### src/rtl/or4_seq_pkg.sv
`default_nettype none
// ============================================================================
// Module      : or4_seq_pkg
// Description : Shared types and constants for the 4-input OR stimulus sequencer.
// Revision    : 1.0 - initial release
// ============================================================================
package or4_seq_pkg;

    typedef enum logic [1:0] {
        IDLE = 2'd0,
        RUN  = 2'd1,
        DONE = 2'd2
    } state_t;

    localparam int NUM_VECTORS = 16;
    localparam int VEC_W       = 4;
    localparam int ERR_W       = 5;

    localparam logic [VEC_W-1:0] LAST_VEC = VEC_W'(NUM_VECTORS - 1);

    // Golden response of the OR gate under test for a given vector.
    function automatic logic or_expected(input logic [VEC_W-1:0] vec);
        return |vec;
    endfunction

endpackage
`default_nettype wire

### src/rtl/or4_hold_timer_v.sv
`default_nettype none
// ============================================================================
// Module      : or4_hold_timer_v
// Description : Free-running 0..HOLD_CYCLES-1 counter with synchronous clear
//               and terminal-count flag.
// Revision    : 1.0 - initial release
// ============================================================================
module or4_hold_timer_v
    import or4_seq_pkg::*;
#(
    parameter int HOLD_CYCLES = 1000
)
(
    input  logic i_clk,
    input  logic i_rst_n,
    input  logic i_clear,
    output logic o_tc
);

    localparam int                CNT_W = $clog2(HOLD_CYCLES);
    localparam logic [CNT_W-1:0]  c_TC  = CNT_W'(HOLD_CYCLES - 1);

    logic [CNT_W-1:0] r_cnt;
    logic             w_tc;

    assign w_tc = (r_cnt == c_TC);
    assign o_tc = w_tc;

    // Wraps to zero on its own at terminal count so the next vector starts fresh.
    always_ff @(posedge i_clk or negedge i_rst_n) begin
        if (!i_rst_n) begin
            r_cnt <= '0;
        end else if (i_clear || w_tc) begin
            r_cnt <= '0;
        end else begin
            r_cnt <= r_cnt + CNT_W'(1);
        end
    end

endmodule
`default_nettype wire

### src/rtl/or4_stim_seq_v.sv
`default_nettype none
// ============================================================================
// Module      : or4_stim_seq_v
// Description : Walks all 16 input vectors through a 4-input OR under test,
//               holding each for HOLD_CYCLES and counting response mismatches.
// Revision    : 1.0 - initial release
// ============================================================================
module or4_stim_seq_v
    import or4_seq_pkg::*;
#(
    parameter int HOLD_CYCLES = 1000
)
(
    input  logic             i_clk,
    input  logic             i_rst_n,
    input  logic             i_start,
    input  logic             i_f,
    output logic             o_a,
    output logic             o_b,
    output logic             o_c,
    output logic             o_d,
    output logic             o_busy,
    output logic             o_done,
    output logic [ERR_W-1:0] o_err_cnt,
    output logic             o_pass
);

    state_t           r_state;
    state_t           w_state_next;
    logic [VEC_W-1:0] r_idx;
    logic [VEC_W-1:0] w_idx_next;
    logic [VEC_W-1:0] r_vec;
    logic [ERR_W-1:0] r_err_cnt;
    logic [ERR_W-1:0] w_err_next;
    logic             r_pass;
    logic             w_pass_next;
    logic             r_busy;
    logic             r_done;
    logic             w_tc;
    logic             w_timer_clr;

    assign w_timer_clr = (r_state != RUN);

    or4_hold_timer_v #(
        .HOLD_CYCLES (HOLD_CYCLES)
    ) u_hold_timer (
        .i_clk   (i_clk),
        .i_rst_n (i_rst_n),
        .i_clear (w_timer_clr),
        .o_tc    (w_tc)
    );

    always_comb begin
        w_state_next = r_state;
        w_idx_next   = r_idx;
        w_err_next   = r_err_cnt;
        w_pass_next  = r_pass;
        case (r_state)
            IDLE: begin
                if (i_start) begin
                    w_state_next = RUN;
                    w_idx_next   = '0;
                    w_err_next   = '0;
                    w_pass_next  = 1'b0;
                end
            end
            RUN: begin
                if (w_tc) begin
                    if (i_f != or_expected(r_idx)) begin
                        w_err_next = r_err_cnt + ERR_W'(1);
                    end
                    if (r_idx == LAST_VEC) begin
                        w_state_next = DONE;
                        w_idx_next   = '0;
                        w_pass_next  = (w_err_next == '0);
                    end else begin
                        w_idx_next = r_idx + VEC_W'(1);
                    end
                end
            end
            DONE: begin
                w_state_next = IDLE;
            end
            default: begin
                w_state_next = IDLE;
                w_idx_next   = '0;
            end
        endcase
    end

    // Outputs are registered from the next-state view so they line up with the state.
    always_ff @(posedge i_clk or negedge i_rst_n) begin
        if (!i_rst_n) begin
            r_state   <= IDLE;
            r_idx     <= '0;
            r_vec     <= '0;
            r_err_cnt <= '0;
            r_pass    <= 1'b0;
            r_busy    <= 1'b0;
            r_done    <= 1'b0;
        end else begin
            r_state   <= w_state_next;
            r_idx     <= w_idx_next;
            r_vec     <= (w_state_next == RUN) ? w_idx_next : '0;
            r_err_cnt <= w_err_next;
            r_pass    <= w_pass_next;
            r_busy    <= (w_state_next == RUN);
            r_done    <= (w_state_next == DONE);
        end
    end

    assign o_a       = r_vec[3];
    assign o_b       = r_vec[2];
    assign o_c       = r_vec[1];
    assign o_d       = r_vec[0];
    assign o_busy    = r_busy;
    assign o_done    = r_done;
    assign o_err_cnt = r_err_cnt;
    assign o_pass    = r_pass;

endmodule
`default_nettype wire

### config.mk
export PLATFORM = sky130hd
export DESIGN_NAME = or4_stim_seq_v
export DESIGN_NICKNAME = d
export VERILOG_FILES = /design/src/rtl/or4_seq_pkg.sv /design/src/rtl/or4_hold_timer_v.sv /design/src/rtl/or4_stim_seq_v.sv
export SDC_FILE = /design/constraint.sdc
export NUM_CORES = 1
export LEC_CHECK = 0
export ABC_CLOCK_PERIOD_IN_PS = 2100
export CORE_MARGIN = 2
export CORE_UTILIZATION = 55
export CTS_BUF_LIST = sky130_fd_sc_hd__clkbuf_8 sky130_fd_sc_hd__clkbuf_16
export CTS_CLUSTER_DIAMETER = 120
export CTS_CLUSTER_SIZE = 30
export DETAILED_ROUTE_END_ITERATION = 16
export GPL_TIMING_DRIVEN = 0
export PLACE_DENSITY = 0.78
export SLEW_MARGIN = 25
export SYNTH_ARGS = -nofsm -noshare
export SYNTH_HDL_FRONTEND = slang
export SYNTH_SLANG_ARGS = --single-unit
### constraint.sdc
create_clock -name i_clk -period 2.1 [get_ports i_clk]
set_input_delay 0.315 -clock i_clk [delete_from_list [all_inputs] [get_ports i_clk]]
set_output_delay 0.315 -clock i_clk [all_outputs]
set_load 0.01 [all_outputs]
==> out/metrics.yaml <==
outcome:
  status: "finished, final reports clean"
clock_tree:
  ctsResizeCount: 0
  clock_latency_ns: 0.27
  cts.path.max_buffers: 2
  h-tree-depth: 1
  clkSinkCount: 28
  cts.clk_slew.worst_paths_ns: 0.10
  root_buffer: "clkbuf_8"
  post_cts_buffers: 0
  numCtsBuffers: 3
  hold_buffers: 0
  cts_tree: "yes"
critical_path:
  crit_required_ns: 2.26
  cp_slowest_cell: "dfrtp_1"
  slowest_delay_ns: 0.44
  critical_path_buf_inv_count: 1
  end_kind: "flop"
  rr_worst_depth: 7
  critPathKind: "reg -> reg"
  r2r_start: "r_idx[0]"
  startpoint_type: "flop"
  reg2reg_to: "o_pass"
  cp.arrival_ns: 2.04
  cp_top_family: "flip-flops"
  cp_cell_sequence: "inv_1, ha_1, nor3b_2, xnor2_2, nand4_2, mux2i_1, o21ai_1"
  cp_max_fo: 7
  r2r_slack_ns: 0.22
final_layout:
  fillCellCount: 182
  nets: 175
  fin_cells: 196
  fin_area_um2: 1710
  register_area_um2: 701
  drive_gt1_share_pct: 8.43
  syn2layout_area_growth_pct: 17.4
  antenna_cells: 0
  mostFrequentLayoutCells: "dfrtp_1 (28), nor2_1 (19), clkdlybuf4s50_1 (14), nand2_1 (12)"
  multi_input_area_um2: 701
  mostFrequentLayoutCell: "dfrtp_1"
sta:
  tightest_slew_ns: 0.617
  max_slew_margin_pct: 58.9
  rsz0062_at_grt: "false"
  finClkSkew_ns: 0.00576
  holdWs_ns: 0.0395
  tns_ns: 0
  post-route-period-util_pct: 89.3
  layout_setup_ws_ns: 0.225
  fmax_mhz: 533
  finalHoldViolCount: 0
  finalSetupViolations: 0
  fin_crit_ns: 1.88
  drv_slew: 0
logic_synthesis:
  synthDistinctLibCells: 39
  synth_area_um2: 1460
  seq_area_frac_synth_pct: 48.1
  synth_seq_cells: 28
  synth_nets: 155
  syn_area_per_cell_um2: 9.92
  yosys_warnings: 0
  syn_inst: 147
floorplan:
  core_area_um2: 2500
  die-area_um2: 3080
  die_h_um: 55.5
  start_util_pct: 58.3
  row_count: 18
  die_x_um: 55.5
  ios: 16
global_route:
  antenna_found_initial: 0
  overflow: 0
  grt_pass1_wl_um: 4850
  grt_max_degree: 29
  track_usage_pct: 19.6
  grt_pass1_vias: 1111
routing:
  via_count: 1091
  vias_per_cell: 5.57
  ant_nets: 0
  drc: 0
  drtPass1Iterations: 4
  drt_iter0_markers: 30
  wl_per_cell_um: 13.8
  wl_um: 2700
worst_hold_path:
  hp-class: "in -> async"
job:
  drv_cap: 0
power:
  leakage_nw: 0.750
  power_density_nw_per_um2: 578
  vdd_ir_drop_max_mv: 0.441
placed_design:
  pre_cts_ws_ns: 0.261
  place_congestion: 0.897
  dp.cells: 192
  dp.final_hpwl_um: 1960
  post_dp_cell_area_um2: 1640
  portBuffers: 15
==> registers in the layout, indices dropped and copies added, names as in the netlist <==
signal,cells
o_busy,1
o_done,1
r_idx,4
r_vec,4
o_err_cnt,5
r_state,2
o_pass,1
u_hold_timer.r_cnt,10
==> report_power, final <==
part / switching [W] / internal [W]
clock: 0.000175 / 0.000255
combinational: 0.0000149 / 0.00000607
sequential: 0 / 0.000539
total: 0.000190 / 0.000800
==> area by class of cell <==
type                       instances  share of cell area [%]
buffer                             5                    1.97
sequential                        28                    40.9
inverter                           6                    1.32
clock inverter                     1                    1.75
clock buffer                       3                    2.41
multi-input combinational        108                    40.9
tap                               30                    2.19
timing repair buffer              15                    8.48
==> metrics by stage <==
stage	total power, W	util (%)
3_3_place_gp	0.000572	65.8
2_1_floorplan	0.000554	-
5_1_grt	0.00102	68.5
3_5_place_dp	0.000571	65.6
4_1_cts	0.000993	68.5
6_report	0.000990	68.5
==> worst reg2reg max path: stages (launching register included) <==
cell and delay, ns:
dfrtp_1 0.44, inv_1 0.12, ha_1 0.23, nor3b_2 0.18
xnor2_2 0.34, nand4_2 0.18, mux2i_1 0.19, o21ai_1 0.09
==> worst max path at each step <==
stage,depth (start not counted),from,slack [ns],to
after global routing,7,r_idx[0],0.1,o_pass
final,7,r_idx[0],0.22,o_pass
after CTS,7,r_idx[0],0.21,o_pass
after detailed placement,7,r_idx[0],0.26,o_pass
after global placement,7,r_idx[0],0.29,o_pass
after floorplan,6,u_hold_timer.r_cnt[0],0.46,r_vec[1]
==> cells in the mapped netlist <==
library cell / instances / share of area [%]
buf_4: 1 / 0.52
a32o_1: 1 / 0.69
nor4bb_1: 1 / 0.69
and3_1: 4 / 1.7
o21bai_4: 1 / 1.3
ha_1: 4 / 3.4
and4_1: 2 / 1.2
nor3b_1: 1 / 0.52
a21oi_1: 4 / 1.4
a21o_1: 2 / 1.0
nand3_1: 9 / 3.1
o21a_1: 1 / 0.52
a22o_1: 1 / 0.60
inv_1: 6 / 1.5
mux2i_1: 2 / 1.4
and2_1: 2 / 0.86
o2111ai_1: 1 / 0.60
xnor2_1: 8 / 4.8
dfrtp_1: 28 / 48
xor2_1: 5 / 3.0
nor3_1: 2 / 0.69
nor2_1: 19 / 4.9
nor2b_1: 1 / 0.43
nand4_1: 2 / 0.86
buf_2: 3 / 1.0
xnor2_2: 1 / 1.1
nand3b_1: 1 / 0.52
nor4_1: 1 / 0.43
and4b_1: 1 / 0.69
nand2b_1: 2 / 0.86
nand2_1: 12 / 3.1
o31ai_1: 2 / 1.0
o21ai_0: 9 / 3.1
nand4_2: 1 / 0.86
and3b_1: 1 / 0.60
o21ai_1: 2 / 0.69
buf_6: 1 / 0.77
nand4b_1: 1 / 0.60
nor3b_2: 1 / 0.86
==> logic make-up (layout without fill, tap and decap cells) <==
family | after synthesis | in the layout | share of synthesized area, %
AOI/OAI and AO/OA | 24 | 24 | 10.9
xor gates and xnor gates | 14 | 14 | 8.93
adders and majority gates | 4 | 4 | 3.43
buffers and inverters | 11 | 30 | 3.86
DFF | 28 | 28 | 48.1
muxes | 2 | 2 | 1.37
and+or+nand+nor | 64 | 64 | 23.4
==> metal layers <==
layer  GRT usage (%)  wire length, um  up-vias
met1            24.5             1260      526
met5               0                0        -
met4            8.36               50        0
li1                -                -      543
met3            3.28               71        6
met2            33.5             1320       16
No activity file was read; power rests on OpenSTA's default activity.
